### src/rtl/tick_prescaler.sv
// Programmable-rate one-cycle enable generator with continuous, one-shot and burst modes.
// Optional user-programmable top limit when TICK_PRESCALER_USER_LIMIT_EN is defined.
module tick_prescaler #(
  parameter int unsigned NB_COUNT   = 32,
  parameter int unsigned NB_SEL     = 2,
  parameter int unsigned SHIFT_BASE = 10,
  parameter int unsigned NB_BURST   = 8
) (
  input  logic                clk,
  input  logic                i_ck_reset,
  input  logic                i_count_enable,
  input  logic [NB_SEL-1:0]   i_count_sel,
  input  logic [1:0]          i_mode,
  input  logic                i_start,
  input  logic                i_stop,
  input  logic [NB_BURST-1:0] i_burst_len,
`ifdef TICK_PRESCALER_USER_LIMIT_EN
  input  logic                i_limit_wr,
  input  logic [NB_COUNT-1:0] i_limit_data,
`endif
  output logic                o_shift_enable,
  output logic                o_done,
  output logic                o_busy,
  output logic [NB_COUNT-1:0] o_count
);

  typedef enum logic {
    S_IDLE = 1'b0,
    S_RUN  = 1'b1
  } state_e;

  typedef enum logic [1:0] {
    M_CONT    = 2'b00,
    M_ONESHOT = 2'b01,
    M_BURST   = 2'b10
  } mode_e;

  localparam logic [NB_COUNT-1:0] ALL_ONES = '1;
  localparam int unsigned         NUM_SEL  = 2**NB_SEL;

  state_e                state_q, state_d;
  mode_e                 mode_q, mode_d;
  logic [NB_COUNT-1:0]   count_q, count_d;
  logic [NB_BURST-1:0]   remaining_q, remaining_d;
  logic                  tick_q, tick_d;
  logic                  done_q, done_d;
  logic [NB_COUNT-1:0]   preset_lim [NUM_SEL];
  logic [NB_COUNT-1:0]   limit;
  mode_e                 mode_in;

`ifdef TICK_PRESCALER_USER_LIMIT_EN
  logic [NB_COUNT-1:0]   user_limit_q;

  always_ff @(posedge clk or posedge i_ck_reset) begin
    if (i_ck_reset) begin
      user_limit_q <= ALL_ONES >> SHIFT_BASE;
    end else if (i_limit_wr) begin
      user_limit_q <= i_limit_data;
    end
  end
`endif

  // Preset k is 2^(NB_COUNT-SHIFT_BASE+k)-1, i.e. all-ones shifted right by SHIFT_BASE-k.
  always_comb begin
    for (int unsigned k = 0; k < NUM_SEL; k++) begin
      preset_lim[k] = ALL_ONES >> (SHIFT_BASE - k);
    end
  end

  always_comb begin
    limit = preset_lim[i_count_sel];
`ifdef TICK_PRESCALER_USER_LIMIT_EN
    if (&i_count_sel) begin
      limit = user_limit_q;
    end
`endif
  end

  always_comb begin
    unique case (i_mode)
      2'b01:   mode_in = M_ONESHOT;
      2'b10:   mode_in = M_BURST;
      default: mode_in = M_CONT;
    endcase
  end

  always_comb begin
    state_d     = state_q;
    mode_d      = mode_q;
    count_d     = count_q;
    remaining_d = remaining_q;
    tick_d      = 1'b0;
    done_d      = 1'b0;
    unique case (state_q)
      S_IDLE: begin
        count_d = '0;
        if (i_start && !i_stop && i_count_enable) begin
          state_d = S_RUN;
          mode_d  = mode_in;
          if (mode_in == M_ONESHOT) begin
            remaining_d = NB_BURST'(1);
          end else if (mode_in == M_BURST) begin
            remaining_d = (i_burst_len == '0) ? NB_BURST'(1) : i_burst_len;
          end
        end
      end
      S_RUN: begin
        // Stop wins over a coinciding terminal count: no tick, no done.
        if (i_stop) begin
          state_d = S_IDLE;
          count_d = '0;
        end else if (i_count_enable) begin
          if (count_q >= limit) begin
            count_d = '0;
            tick_d  = 1'b1;
            if (mode_q != M_CONT) begin
              remaining_d = remaining_q - 1'b1;
              if (remaining_q == NB_BURST'(1)) begin
                done_d  = 1'b1;
                state_d = S_IDLE;
              end
            end
          end else begin
            count_d = count_q + 1'b1;
          end
        end
      end
      default: state_d = S_IDLE;
    endcase
  end

  always_ff @(posedge clk or posedge i_ck_reset) begin
    if (i_ck_reset) begin
      state_q     <= S_IDLE;
      mode_q      <= M_CONT;
      count_q     <= '0;
      remaining_q <= '0;
      tick_q      <= 1'b0;
      done_q      <= 1'b0;
    end else begin
      state_q     <= state_d;
      mode_q      <= mode_d;
      count_q     <= count_d;
      remaining_q <= remaining_d;
      tick_q      <= tick_d;
      done_q      <= done_d;
    end
  end

  assign o_shift_enable = tick_q;
  assign o_done         = done_q;
  assign o_busy         = (state_q == S_RUN);
  assign o_count        = count_q;

endmodule

### config.mk
export PLATFORM = sky130hd
export DESIGN_NAME = tick_prescaler
export DESIGN_NICKNAME = d
export VERILOG_FILES = /design/src/rtl/tick_prescaler.sv
export SDC_FILE = /design/constraint.sdc
export NUM_CORES = 1
export LEC_CHECK = 0
export BUFFER_PORTS_ARGS = -buffer_cell sky130_fd_sc_hd__clkbuf_2
export CAP_MARGIN = 5
export CELL_PAD_IN_SITES_DETAIL_PLACEMENT = 1
export CELL_PAD_IN_SITES_GLOBAL_PLACEMENT = 2
export CORE_ASPECT_RATIO = 0.5
export CORE_UTILIZATION = 30
export DETAILED_ROUTE_END_ITERATION = 7
export GPL_TIMING_DRIVEN = 0
export PLACE_DENSITY_LB_ADDON = 0.1
export SLEW_MARGIN = 40
export SYNTH_ARGS = -nofsm -noshare
export SYNTH_HDL_FRONTEND = slang
export SYNTH_SLANG_ARGS = --single-unit
### constraint.sdc
create_clock -name clk -period 1.95 [get_ports clk]
set_clock_uncertainty 0.15 [all_clocks]
set_input_delay 0.195 -clock clk [delete_from_list [all_inputs] [get_ports clk]]
set_output_delay 0.195 -clock clk [all_outputs]
set_load 0.005 [all_outputs]
; Yosys cells after proc, flatten, opt, wreduce, memory -nomap -nowiden
; Index checks and enable logic that the tools add are counted.
[totals]
reg_bits = 45
out_inout_bits = 35
wordCells = 65
[op_classes]
add_sub_neg = 2
n_lt_le_gt_ge = 2
eq_ne = 12
muxes = 34
n_bitwise = 2
n_reduce_logical = 7
[op_table]
columns = cell, count
row1 = $mux 32, 5
row2 = $bmux 32 s2, 1
row3 = $mux 8, 8
row4 = $pmux 32 s2, 1
row5 = $add 32x1->32 const B, 1
row6 = $ge 32x32->1, 1
row7 = $mux 1, 16
row8 = $pmux 8 s2, 1
row9 = $eq 8x1->1 const B, 1
row10 = $logic_not 8->1, 1
row11 = $sub 8x1->8 const B, 1
row12 = $ne 2x2->1 const B, 3
row13 = $ne 3x3->1 const B, 2
row14 = $reduce_and 6->1, 1
row15 = $eq 2x1->1 const B, 2
row16 = $eq 2x2->1 const B, 2
row17 = $ne 2x1->1 const B, 2
row18 = $pmux 2 s2, 1
row19 = $ge 3x3->1 const B, 1
row20 = $not 2->3, 1
row21 = $logic_and 1x1->1, 2
row22 = $pmux 1 s2, 1
row23 = $reduce_and 2->1, 1
row24 = $reduce_bool 2->1, 1
row25 = other kinds (2), 2

; Longest topological paths before layout
; Gate-level depths: netlist (run 1).
[logic_depth]
depth_word = 9
depth_mapped = 9
depth_no_buf = 7

; Worst setup path before layout (run 1)
; Ideal clock, no wire load.
[synth_timing]
kind = reg-to-reg
startpoint = reg count_q[23] (netlist: o_count[23])
endpoint = reg remaining_q[0]
setup_ns = 0.125
arrival_time_ns = 1.815
t_required_ns = 1.675
setup_slack_ns = -0.140
path_stages_with_launch = 7
path_buffers = 0
synth_period_minus_slack_ns = 2.090
cell_sequence = dfrtp_1 -> ha_1 -> a21oi_1 -> o211ai_1 -> a22oi_2 -> a21o_1 -> mux2_2
[synth_via]
elab_chain_cells = 3
[synth_rtl]
columns = element, line
row1 = from (decl), 43  ; logic [NB_COUNT-1:0] count_q, count_d;
row2 = from (signal assigned), 143  ; count_q <= count_d;
row3 = $ge 32x32->1, 113  ; if (count_q >= limit) begin
row4 = $ne 2x1->1 (no line), n/a
row5 = $reduce_and 6->1 (no line), n/a
row6 = to (signal assigned), 144  ; remaining_q <= remaining_d;
row7 = to (decl), 44  ; logic [NB_BURST-1:0] remaining_q, remaining_d;
; Every way passes these cells.
; A chain may end at the register's enable or synchronous reset.

; Worst setup path after layout (run 1)
[layout_timing]
startpoint = reg remaining_q[2]
endpoint = reg state_q (netlist: o_busy)
[layout_via]
elab_chain_cells = 7
[layout_rtl]
columns = element, line
row1 = $eq 8x1->1, 118  ; if (remaining_q == NB_BURST'(1)) begin
row2 = $mux 1, 118
row3 = $mux 1, 116  ; if (mode_q != M_CONT) begin
row4 = $mux 1, 113
row5 = $mux 1, 112  ; end else if (i_count_enable) begin
row6 = $mux 1, 109  ; if (i_stop) begin
row7 = $pmux 1 s2, 94  ; unique case (state_q)
row8 = named net state_d, 41  ; state_e state_q, state_d;
row9 = to (signal assigned), 141  ; state_q <= state_d;
row10 = to (decl), 41
; The timed path passes the listed nets, and every way through them passes these cells.

==> out/summary.txt, run 1 <==
CRITICAL PATH
---------------------------------------------------------------------------------------
Data arrival time of the critical path ...................................      2.16 ns
Slowest-stage cell, CP ...................................................       or4b_4
Launching point of the worst reg2reg path ................................ remaining_q[2]$_DFFE_PP0P_
Reg-to-reg endpoint ...................................................... o_busy$_DFF_PP0_
Crit path largest cell delay .............................................      0.51 ns
Biggest fanout along the worst timing path ...............................            7
Startpoint class of the critical path ....................................    flip-flop
Data required time at the worst endpoint .................................      1.97 ns
Depth of the worst register-to-register path .............................            5
Endpoint kind of the worst setup timing path .............................    flip-flop
Setup slack of the most critical reg-to-reg path .........................     -0.19 ns
Kind of critical path ....................................................      reg2reg
Library cell appearing most often on the critical path ...................        or3_4
Cell breakdown of the critical path ...................................... or3_4 > or3_4 > or4b_4 > nor2_2 > o21ai_1

YOSYS
---------------------------------------------------------------------------------------
Post-Synthesis Cell Area ................................................. 0.00254 sq mm
Share of synthesized registers carrying an async set or reset ............         1.00
Most area-consuming cells after synthesis ................................ dfrtp_1 44%, nor2_1 5.9%, xor2_1 5.9%
Cell type with the largest total area after synthesis ....................      dfrtp_1
Avg Inst Size Synth ......................................................   9.53 sq um
Post-synth top flop ......................................................      dfrtp_1
Part of the Yosys area used for sequential elements ......................        0.443
Number of flops mapped to enable cells by yosys ..........................            0
Nets in the synthesized netlist ..........................................          292
Top cell type's share of synthesized area ................................        0.443
Count of yosys warnings during synthesis .................................            0
Post-synthesis cell type count ...........................................           52
Count of state elements after synthesis ..................................           45
Mapped Cells .............................................................          267

CTS
---------------------------------------------------------------------------------------
Sink count of the clock tree .............................................           45
Maximum number of buffers from clock root to sink ........................            2
Clk pin slew, worst setup/hold paths .....................................      0.06 ns
TritonCTS Buffers ........................................................            5
Clock tree root buffer cell ..............................................    clkbuf_16
Clock H-tree levels ......................................................            2
TritonCTS clock tree .....................................................          yes
Clock insertion delay at the later pin of the skew report ................      0.29 ns

POWER AND IR DROP
---------------------------------------------------------------------------------------
Highest ir drop seen on vdd ..............................................       308 uV
Power per standard cell area .............................................  644 mW/mm^2
Final Power ..............................................................      2.39 mW
Static Leak ..............................................................      1.52 nW

STA
---------------------------------------------------------------------------------------
Worst-case headroom to the max-slew limit ................................        0.623
Setup repair after global routing missed its margin ......................         true
Endpoints failing hold ...................................................            0
Ratio of final minimum period to clock period ............................         1.10
Final critical delay including setup and external delays .................      2.14 ns
Transition time at the pin with the least slew margin ....................     0.565 ns
Top achievable clock speed ...............................................      467 MHz
Setup Viol. Count Final ..................................................           41
Final setup slack of the worst path ......................................    -0.192 ns
Pins Over Slew Limit .....................................................            0

PLACED DESIGN
---------------------------------------------------------------------------------------
Cell Area, Placed ........................................................ 0.00298 sq mm
Quantity of I/O buffers inserted on ports ................................           50
Half-perimeter wire length after placement ...............................      5240 um
Final Wtd Congestion .....................................................        0.732

ROUTING
---------------------------------------------------------------------------------------
Number of violations reported at the end of detailed-routing iteration 0 .           46
First-pass iteration count of the detailed router ........................            4
Final ANT Viol Nets ......................................................            0
Wirelength, routed .......................................................      7590 um
Mean number of vias per cell .............................................         5.15
Total via count in the routed design .....................................         2337
Drc violations ...........................................................            0
Routed wirelength normalized by instance count ...........................      16.7 um

GLOBAL ROUTING
---------------------------------------------------------------------------------------
Grt total ovfl ...........................................................            0
Total global-route track usage ...........................................        0.184
Number of global-route vias before repair ................................         2457
Maximum number of pins on one net before global-route repair .............           28
Initial antenna violation count ..........................................            0
First-pass GRT wire length ...............................................     12600 um

FLOORPLANNING
---------------------------------------------------------------------------------------
CORE AREA ................................................................ 0.00812 sq mm
Die area ................................................................. 0.00887 sq mm
Number of rows created at floorplan ......................................           23
Die height ...............................................................      67.1 um
# IOs ....................................................................           52
Initial core utilization .................................................        0.313
Die width ................................................................       132 um

WORST HOLD PATH
---------------------------------------------------------------------------------------
Hold Path Cell Cnt .......................................................            3
Min-Delay Endpoint ....................................................... o_count[1]$_DFFE_PP0P_
Kind of path behind the tightest hold check ..............................       in2reg
Hold path startpoint ..................................................... i_count_enable

FLOW RUN
---------------------------------------------------------------------------------------
Count of maximum capacitance violations ..................................            0

CELLS AND AREA
---------------------------------------------------------------------------------------
Fill cells ...............................................................          930
Post-layout instance area ................................................ 0.00372 sq mm
Most common library cell in the layout ignoring fill and taps ............     clkbuf_2
Ant. Diodes ..............................................................            0
Layout net count .........................................................          366
Area growth from synthesis to layout .....................................        46.2%
Layout cell share with drive strength beyond 1 ...........................        0.444
Highest-count cells in the layout ignoring fill and taps ................. 50 x clkbuf_2, 35 x dfrtp_1, 26 x nor2_4

STATUS
---------------------------------------------------------------------------------------
Violations in the final reports .......................................... setup timing
Run status ............................................................... finished with violations

[per-layer routing]
layer / track usage / vias up / share of wire
met2: 0.327 / 39 / 0.50
met4: 0.0460 / 0 / 0.0070
met3: 0.0441 / 8 / 0.036
li1: - / 1113 / -
met5: 0 / - / 0
met1: 0.228 / 1177 / 0.46
[timing repair]
| action | 4_1_cts | 5_1_grt |
|---|---|---|
| gates resized for setup | 67 | 44 |
| pin swaps | 26 | 21 |
| hold endpoints to repair | 45 | 0 |
| gates cloned | 2 | 0 |
| endpoints found under the setup margin | 42 | 42 |
| buffers inserted | 10 | 4 |
| hold buffers | 1 | 0 |
[through the flow]
step,setup slack (ns),hold slack [ns],utilization,setup TNS (ns),instances
after CTS,-0.226,0.0496,0.431,-4.24,451
after floorplan,-0.108,0.293,-,-0.195,267
after global placement,-0.409,0.325,0.362,-18.13,429
after global routing,-0.313,0.0972,0.458,-9.21,454
after detailed placement,-0.415,0.000323,0.367,-11.00,430
final,-0.192,0.0573,0.458,-3.06,454
[Yosys cell counts, types with 3 or more instances]
cell type and count:
inv_1 12, and3_1 6, dfrtp_1 45, o311ai_0 3
xor2_1 17, nand3b_1 3, o21a_1 3, nor4_1 8
ha_1 8, a21oi_1 7, nor3b_1 3, o211ai_1 6
o21ai_0 8, nand3_1 11, xnor2_1 5, mux2_2 3
nand2_1 16, nor2b_1 3, buf_6 3, nor2_1 40
o31ai_1 3, nand4_1 11, buf_2 3, nand2b_1 3
nor3_1 3
[power breakdown]
part	total, mW	switching [mW]	internal, mW
clock	0.821	0.350	0.471
sequential	1.15	0.122	1.03
combinational	0.423	0.218	0.205
[registers in the layout (all words and copies together), names as in the netlist]
register and count:
remaining_q 8, o_busy 1, o_done 1, o_shift_enable 1, mode_q 2, o_count 32
[worst max-delay path, delay by kind of cell (launching register included)]
family           cells  cell delay, ns
AND/OR/NAND/NOR      4            1.37
flip-flops           1            0.45
AO/OA/AOI/OAI        1            0.06
[cell type report]
type,count,area (sq um),share of cell area
inverters,12,47.5,0.0128
well taps,112,140,0.0377
plain buffers,8,96.3,0.0259
flip-flops and latches,45,1140,0.306
repair buffers,68,448,0.120
clock inverters,2,10.0,0.00269
clock buffers,6,129,0.0346
multi-input cells,201,1710,0.460
[cells by family after synthesis]
group | share of synthesized area
AOI/OAI and AO/OA | 0.110
xor gates and xnor gates | 0.0757
adders and majority gates | 0.0394
buffers and inverters | 0.0433
DFF | 0.443
muxes | 0.0172
and+or+nand+nor | 0.272
[how the worst max path moves through the flow]
stage,startpoint,endpoint,depth (start not counted)
finish,remaining_q[2]$_DFFE_PP0P_,o_busy$_DFF_PP0_,5
global route,o_count[24]$_DFFE_PP0P_,remaining_q[0]$_DFFE_PP0P_,6
CTS,o_count[23]$_DFFE_PP0P_,remaining_q[0]$_DFFE_PP0P_,6
detailed placement,o_count[23]$_DFFE_PP0P_,remaining_q[0]$_DFFE_PP0P_,6
global placement,o_count[24]$_DFFE_PP0P_,remaining_q[0]$_DFFE_PP0P_,6
floorplan,o_count[23]$_DFFE_PP0P_,remaining_q[0]$_DFFE_PP0P_,6
No activity file was read; power rests on OpenSTA's default activity.
==> inputs of run 2 (changes only) <==
--- a/config.mk
+++ b/config.mk
@@ -9,8 +9,9 @@
 export CAP_MARGIN = 5
 export CELL_PAD_IN_SITES_DETAIL_PLACEMENT = 1
 export CELL_PAD_IN_SITES_GLOBAL_PLACEMENT = 2
-export CORE_ASPECT_RATIO = 0.5
+export CORE_ASPECT_RATIO = 0.7
 export CORE_UTILIZATION = 30
+export CTS_CLUSTER_SIZE = 28
 export DETAILED_ROUTE_END_ITERATION = 7
 export GPL_TIMING_DRIVEN = 0
 export PLACE_DENSITY_LB_ADDON = 0.1
==> run 2 against run 1 <==
Against the previous run:
- the flow finishes with violations (DRC, setup timing)
- non-clock buffer count increased by 22
- cell count rose by 2.4%
- routed wire length increased by 11%
- die area shrank 0.18%
- core utilization rose by 2.5 points
- sequential power decreased by 4%
- via count up 4.8%
- critical path type unchanged
- highest routed layer unchanged
==> out/summary.txt, run 2 (synthesis results as in run 1) <==
STA
---------------------------------------------------------------------------------------
Final Hold Slack .........................................................    0.0563 ns   was 0.0573 ns
Endpoints failing hold ...................................................            0   unchanged
Final setup slack of the worst path ......................................    -0.272 ns   was -0.192 ns
Final critical delay including setup and external delays .................      2.22 ns   was 2.14 ns
Setup repair after global routing missed its margin ......................         true   unchanged
Transition time at the pin with the least slew margin ....................     0.740 ns   was 0.565 ns
Setup Viol. Count Final ..................................................           41   unchanged
Top achievable clock speed ...............................................      450 MHz   was 467 MHz
Worst-case headroom to the max-slew limit ................................        0.502   was 0.623
Ratio of final minimum period to clock period ............................         1.14   was 1.10
Pins Over Slew Limit .....................................................            0   unchanged

PLACED DESIGN
---------------------------------------------------------------------------------------
Half-perimeter wire length after placement ...............................      5490 um   was 5240 um
Final Wtd Congestion .....................................................        0.784   was 0.732
Quantity of I/O buffers inserted on ports ................................           50   unchanged
Cell Area, Placed ........................................................ 0.00296 sq mm   was 0.00298 sq mm

CELLS AND AREA
---------------------------------------------------------------------------------------
Area growth from synthesis to layout .....................................        52.9%   was 46.2%
Most common library cell in the layout ignoring fill and taps ............     clkbuf_2   unchanged
Fill cells ...............................................................          901   was 930
Layout net count .........................................................          388   was 366
Highest-count cells in the layout ignoring fill and taps ................. 50 x clkbuf_2, 32 x dfrtp_1, 30 x buf_4   was 50 x clkbuf_2, 35 x dfrtp_1, 26 x nor2_4
Ant. Diodes ..............................................................            0   unchanged
Multi-input gate area in the final layout ................................ 0.00171 sq mm   about the same
Layout cell share with drive strength beyond 1 ...........................        0.489   was 0.444
Util after Layout ........................................................        0.484   was 0.458
Flip-flop count of the largest register, all copies and words added ......           32   unchanged
Post-layout instance area ................................................ 0.00389 sq mm   was 0.00372 sq mm
Total area of sequential cells ........................................... 0.00114 sq mm   about the same

ROUTING
---------------------------------------------------------------------------------------
Total via count in the routed design .....................................         2450   was 2337
Mean number of vias per cell .............................................         5.27   was 5.15
Routed wirelength normalized by instance count ...........................      18.1 um   was 16.7 um
Number of violations reported at the end of detailed-routing iteration 0 .           83   was 46
Wirelength, routed .......................................................      8400 um   was 7590 um
First-pass iteration count of the detailed router ........................            6   was 4
Final ANT Viol Nets ......................................................            0   unchanged
Drc violations ...........................................................            3   was 0

GLOBAL ROUTING
---------------------------------------------------------------------------------------
Total global-route track usage ...........................................        0.195   was 0.184
Maximum number of pins on one net before global-route repair .............           37   was 28
First-pass GRT wire length ...............................................     13200 um   was 12600 um
Number of global-route vias before repair ................................         2426   was 2457
Grt total ovfl ...........................................................            0   unchanged
Initial antenna violation count ..........................................            0   unchanged

POWER AND IR DROP
---------------------------------------------------------------------------------------
Static Leak ..............................................................      1.65 nW   was 1.52 nW
Highest ir drop seen on vdd ..............................................       237 uV   was 308 uV
Sequential share of power ................................................        0.447   was 0.480
Cell-internal power ......................................................      1.75 mW   was 1.70 mW
Combinational Power Share ................................................        0.213   was 0.177
Power per standard cell area .............................................  634 mW/mm^2   was 644 mW/mm^2
Net Sw Power .............................................................     0.719 mW   was 0.690 mW
Final Power ..............................................................      2.47 mW   was 2.39 mW
Switching share of power .................................................        0.292   was 0.288
Part of the power in the clock network ...................................        0.340   was 0.343

FLOORPLANNING
---------------------------------------------------------------------------------------
Number of rows created at floorplan ......................................           27   was 23
CORE AREA ................................................................ 0.00804 sq mm   was 0.00812 sq mm
Die height ...............................................................      79.0 um   was 67.1 um
Die width ................................................................       112 um   was 132 um
# IOs ....................................................................           52   unchanged
Initial core utilization .................................................        0.316   was 0.313
Die area ................................................................. 0.00886 sq mm   was 0.00887 sq mm

CTS
---------------------------------------------------------------------------------------
Maximum number of buffers from clock root to sink ........................            2   unchanged
Clock H-tree levels ......................................................            2   unchanged
Sink count of the clock tree .............................................           45   unchanged
Clk pin slew, worst setup/hold paths .....................................      0.07 ns   was 0.06 ns
TritonCTS Buffers ........................................................            5   unchanged
Clock tree root buffer cell ..............................................    clkbuf_16   unchanged
Clock insertion delay at the later pin of the skew report ................      0.29 ns   about the same
TritonCTS clock tree .....................................................          yes   unchanged

CRITICAL PATH
---------------------------------------------------------------------------------------
Slowest-stage cell, CP ...................................................        or4_1   was or4b_4
Crit path largest cell delay .............................................      0.46 ns   was 0.51 ns
Endpoint kind of the worst setup timing path .............................    flip-flop   unchanged
Startpoint class of the critical path ....................................    flip-flop   unchanged
Cell breakdown of the critical path ...................................... ha_4 > a21oi_2 > o211ai_1 > a22oi_2 > buf_4 > or4_1 > o211ai_1   was or3_4 > or3_4 > or4b_4 > nor2_2 > o21ai_1
Setup slack of the most critical reg-to-reg path .........................     -0.27 ns   was -0.19 ns
Kind of critical path ....................................................      reg2reg   unchanged
Data arrival time of the critical path ...................................      2.28 ns   was 2.16 ns
Data required time at the worst endpoint .................................      2.01 ns   was 1.97 ns
Library cell appearing most often on the critical path ...................     o211ai_1   was or3_4
Biggest fanout along the worst timing path ...............................            5   was 7

FLOW RUN
---------------------------------------------------------------------------------------
Count of maximum capacitance violations ..................................            0   unchanged

WORST HOLD PATH
---------------------------------------------------------------------------------------
Kind of path behind the tightest hold check ..............................       in2reg   unchanged

STATUS
---------------------------------------------------------------------------------------
Violations in the final reports .......................................... DRC, setup timing   was setup timing
Run status ............................................................... finished with violations   unchanged

run 2: changes by cell type in the layout (fill, tap and decap cells not counted), moves of 2 or more:
| cell | change |
|---|---|
| dfrtp_1 | -3 |
| nor2_2 | +2 |
| buf_4 | +18 |
| nor4_1 | +2 |
| buf_6 | +3 |
| nor4_2 | -3 |
| dfrtp_2 | +3 |
| buf_8 | +2 |
run 2: final timing paths:
kind / from / to / depth (start not counted)
setup / recovery: o_count[23]$_DFFE_PP0P_ / remaining_q[3]$_DFFE_PP0P_ / 7
hold reg to reg: mode_q[1]$_DFFE_PP0P_ / mode_q[1]$_DFFE_PP0P_ / 1
hold / removal: i_count_enable / o_count[1]$_DFFE_PP0P_ / 3
setup reg to reg: o_count[23]$_DFFE_PP0P_ / remaining_q[3]$_DFFE_PP0P_ / 7
min in group asynchronous: i_ck_reset / o_count[4]$_DFFE_PP0P_ / 3
max in group asynchronous: i_ck_reset / o_count[16]$_DFFE_PP0P_ / 4
run 2: critical path: cells and delay by family (launching register included):
family | cells | cell delay (ns)
flip-flops | 1 | 0.43
buffers and inverters | 1 | 0.18
AND/OR/NAND/NOR | 1 | 0.46
adder cells (fa/ha/maj) | 1 | 0.27
AO/OA/AOI/OAI | 4 | 0.64
run 2: final cells by class:
class                   instances  area share
well taps                     101      0.0325
plain buffers                   8      0.0235
clock buffers                   6      0.0331
multi-input cells             201       0.440
clock inverters                 2     0.00257
flip-flops and latches         45       0.294
repair buffers                 90       0.162
inverters                      12      0.0122
run 2: what timing repair did:
action	CTS	global route
pin swaps	25	21
gates cloned	1	1
hold endpoints to repair	45	0
buffers inserted	17	20
gates resized for setup	67	53
hold buffers	1	0
setup endpoints to repair	42	43
run 2: stage by stage:
| stage | cells | worst slack [ns] | TNS [ns] |
|---|---|---|---|
| finish | 465 | -0.272 | -6.83 |
| global route | 465 | -0.394 | -10.35 |
| CTS | 446 | -0.275 | -7.70 |
| detailed placement | 419 | -0.446 | -12.35 |
| global placement | 418 | -0.477 | -20.82 |
| floorplan | 267 | -0.108 | -0.195 |
run 2: power by group through the flow:
stage	Clock, mW	Combinational, mW	Sequential (mW)
5_1_grt	0.901	0.583	1.11
4_1_cts	0.867	0.470	1.11
6_report	0.839	0.526	1.10
3_3_place_gp	0	0.325	1.15
2_1_floorplan	0	0.246	1.11
3_5_place_dp	0	0.338	1.15
run 2: per-layer routing:
layer	routed length, um	GRT usage	share of wire	vias up
met5	0	0	0	-
met4	78	0.0480	0.0093	0
met1	4310	0.295	0.51	1239
met3	288	0.0366	0.034	8
li1	-	-	-	1156
met2	3720	0.281	0.44	47
==> inputs of run 3 (changes only) <==
--- a/config.mk
+++ b/config.mk
@@ -14,6 +14,7 @@
 export CTS_CLUSTER_SIZE = 28
 export DETAILED_ROUTE_END_ITERATION = 7
 export GPL_TIMING_DRIVEN = 0
+export MAX_ROUTING_LAYER = met4
 export PLACE_DENSITY_LB_ADDON = 0.1
 export SLEW_MARGIN = 40
 export SYNTH_ARGS = -nofsm -noshare
==> run 3 against run 2 <==
Against the previous run:
- the run still ends with DRC, setup timing left
- combinational power about the same
- maximum frequency increased by 0.18%
- die area unchanged
- non-clock buffer count decreased by 1
- clock-buffer cell count unchanged
- critical endpoint unchanged
==> out/summary.txt, run 3 (synthesis results as in run 1) <==
CTS
---------------------------------------------------------------------------------------
TritonCTS Buffers ........................................................            5   unchanged
Clock tree root buffer cell ..............................................    clkbuf_16   unchanged
Clock H-tree levels ......................................................            2   unchanged
Clk pin slew, worst setup/hold paths .....................................      0.07 ns   about the same
Maximum number of buffers from clock root to sink ........................            2   unchanged
TritonCTS clock tree .....................................................          yes   unchanged
Sink count of the clock tree .............................................           45   unchanged
Clock insertion delay at the later pin of the skew report ................      0.29 ns   about the same

CELLS AND AREA
---------------------------------------------------------------------------------------
Post-layout instance area ................................................ 0.00388 sq mm   was 0.00389 sq mm
Most common library cell in the layout ignoring fill and taps ............     clkbuf_2   unchanged
Layout cell share with drive strength beyond 1 ...........................        0.488   was 0.489
Flip-flop count of the largest register, all copies and words added ......           32   unchanged
Count of placed standard cells in the final layout, fillers left out .....          464   was 465
Ant. Diodes ..............................................................            0   unchanged
Highest-count cells in the layout ignoring fill and taps ................. 50 x clkbuf_2, 32 x dfrtp_1, 29 x buf_4   was 50 x clkbuf_2, 32 x dfrtp_1, 30 x buf_4
Layout net count .........................................................          387   was 388
Area growth from synthesis to layout .....................................        52.6%   was 52.9%
Util after Layout ........................................................        0.483   was 0.484

FLOORPLANNING
---------------------------------------------------------------------------------------
Die height ...............................................................      79.0 um   unchanged
Initial core utilization .................................................        0.316   unchanged
Die width ................................................................       112 um   unchanged
# IOs ....................................................................           52   unchanged
Number of rows created at floorplan ......................................           27   unchanged
Die area ................................................................. 0.00886 sq mm   unchanged
CORE AREA ................................................................ 0.00804 sq mm   unchanged

GLOBAL ROUTING
---------------------------------------------------------------------------------------
First-pass GRT wire length ...............................................     13200 um   about the same
Number of global-route vias before repair ................................         2425   was 2426
Grt total ovfl ...........................................................            0   unchanged
Total global-route track usage ...........................................        0.200   was 0.195
Initial antenna violation count ..........................................            0   unchanged
Maximum number of pins on one net before global-route repair .............           37   unchanged

WORST HOLD PATH
---------------------------------------------------------------------------------------
Kind of path behind the tightest hold check ..............................       in2reg   unchanged

CRITICAL PATH
---------------------------------------------------------------------------------------
Biggest fanout along the worst timing path ...............................            5   unchanged
Kind of critical path ....................................................      reg2reg   unchanged
Data arrival time of the critical path ...................................      2.28 ns   about the same
Cell breakdown of the critical path ...................................... ha_4 > a21oi_2 > o211ai_1 > a22oi_2 > buf_4 > or4_1 > o211ai_1   unchanged
Endpoint kind of the worst setup timing path .............................    flip-flop   unchanged
Library cell appearing most often on the critical path ...................     o211ai_1   unchanged
Data required time at the worst endpoint .................................      2.01 ns   about the same
Slowest-stage cell, CP ...................................................        or4_1   unchanged
Startpoint class of the critical path ....................................    flip-flop   unchanged
Crit path largest cell delay .............................................      0.46 ns   about the same

STA
---------------------------------------------------------------------------------------
Transition time at the pin with the least slew margin ....................     0.733 ns   was 0.740 ns
Top achievable clock speed ...............................................      451 MHz   was 450 MHz
Final critical delay including setup and external delays .................      2.22 ns   about the same
Final setup slack of the worst path ......................................    -0.268 ns   was -0.272 ns
Endpoints failing hold ...................................................            0   unchanged
Setup repair after global routing missed its margin ......................         true   unchanged
Pins Over Slew Limit .....................................................            0   unchanged
Ratio of final minimum period to clock period ............................         1.14   about the same
Worst-case headroom to the max-slew limit ................................        0.507   was 0.502
Setup Viol. Count Final ..................................................           41   unchanged

ROUTING
---------------------------------------------------------------------------------------
Wirelength, routed .......................................................      8360 um   was 8400 um
Drc violations ...........................................................            3   unchanged
Total via count in the routed design .....................................         2453   was 2450
Number of violations reported at the end of detailed-routing iteration 0 .           60   was 83
Final ANT Viol Nets ......................................................            0   unchanged
Mean number of vias per cell .............................................         5.29   was 5.27
Routed wirelength normalized by instance count ...........................      18.0 um   was 18.1 um
First-pass iteration count of the detailed router ........................            6   unchanged

PLACED DESIGN
---------------------------------------------------------------------------------------
Final Wtd Congestion .....................................................        0.795   was 0.784
Cell Area, Placed ........................................................ 0.00296 sq mm   unchanged
Cells after DPL ..........................................................          419   unchanged
Quantity of I/O buffers inserted on ports ................................           50   unchanged
Half-perimeter wire length after placement ...............................      5490 um   unchanged

POWER AND IR DROP
---------------------------------------------------------------------------------------
Highest ir drop seen on vdd ..............................................       237 uV   about the same
Static Leak ..............................................................      1.65 nW   about the same
Power per standard cell area .............................................  636 mW/mm^2   was 634 mW/mm^2

FLOW RUN
---------------------------------------------------------------------------------------
Count of maximum capacitance violations ..................................            0   unchanged

STATUS
---------------------------------------------------------------------------------------
Run status ............................................................... finished with violations   unchanged
Violations in the final reports .......................................... DRC, setup timing   unchanged

run 3: changes by cell type in the layout (fill, tap and decap cells not counted), sizes merged:
| cell | change |
|---|---|
| buf | -1 |
run 3: metrics by stage:
step                      power [mW]  hold WS (ns)  worst slack (ns)  TNS, ns
final                           2.47        0.0560            -0.268    -6.55
after CTS                       2.45        0.0496            -0.275    -7.70
after global routing            2.60        0.0713            -0.376   -10.37
after global placement          1.47         0.329            -0.477   -20.82
after detailed placement        1.49       -0.0434            -0.446   -12.35
after floorplan                 1.36         0.293            -0.108   -0.195
run 3: final timing paths:
| check | cells past startpoint | slack (ns) | end | from |
|---|---|---|---|---|
| worst max-delay path | 7 | -0.27 | remaining_q[3]$_DFFE_PP0P_ | o_count[23]$_DFFE_PP0P_ |
| worst min-delay path | 3 | 0.06 | o_count[1]$_DFFE_PP0P_ | i_count_enable |
| worst max register to register | 7 | -0.27 | remaining_q[3]$_DFFE_PP0P_ | o_count[23]$_DFFE_PP0P_ |
| worst min register to register | 1 | 0.36 | mode_q[1]$_DFFE_PP0P_ | mode_q[1]$_DFFE_PP0P_ |
| max in group asynchronous | 4 | 1.01 | o_count[16]$_DFFE_PP0P_ | i_ck_reset |
| min in group asynchronous | 3 | 0.20 | o_busy$_DFF_PP0_ | i_ck_reset |
run 3: worst max-delay path, delay by kind of cell, from the launching register on:
family	cells	cell delay (ns)
compound gates	4	0.64
simple gates	1	0.46
buf+inv	1	0.18
fa+ha+maj	1	0.27
flops	1	0.43
run 3: what timing repair did:
item                       in CTS  in global routing
setup buffers                  17                 19
hold endpoints to repair       45                  0
gates cloned                    1                  1
hold buffers                    1                  0
pin swaps                      25                 21
gates resized for setup        67                 53
setup endpoints to repair      42                 43
run 3: where the power goes:
group          internal [mW]  switching [mW]  leakage [nW]
clock network          0.472           0.367        0.0706
registers               1.03          0.0769         0.584
logic                  0.250           0.278         0.991
total                   1.75           0.722          1.65
run 3: final cells by class:
type | instances | area [sq um]
inverters | 12 | 47.5
well taps | 101 | 126
fillers | 900 | 4160
repair buffers | 89 | 622
clock buffers | 6 | 129
flip-flops and latches | 45 | 1140
plain buffers | 8 | 91.3
clock inverters | 2 | 10.0
multi-input cells | 201 | 1710
run 3: routing by layer:
layer | GRT usage | share of wire
met5 | - | 0
met4 | 0.0480 | 0.0086
met3 | 0.0374 | 0.041
met2 | 0.281 | 0.44
met1 | 0.295 | 0.51
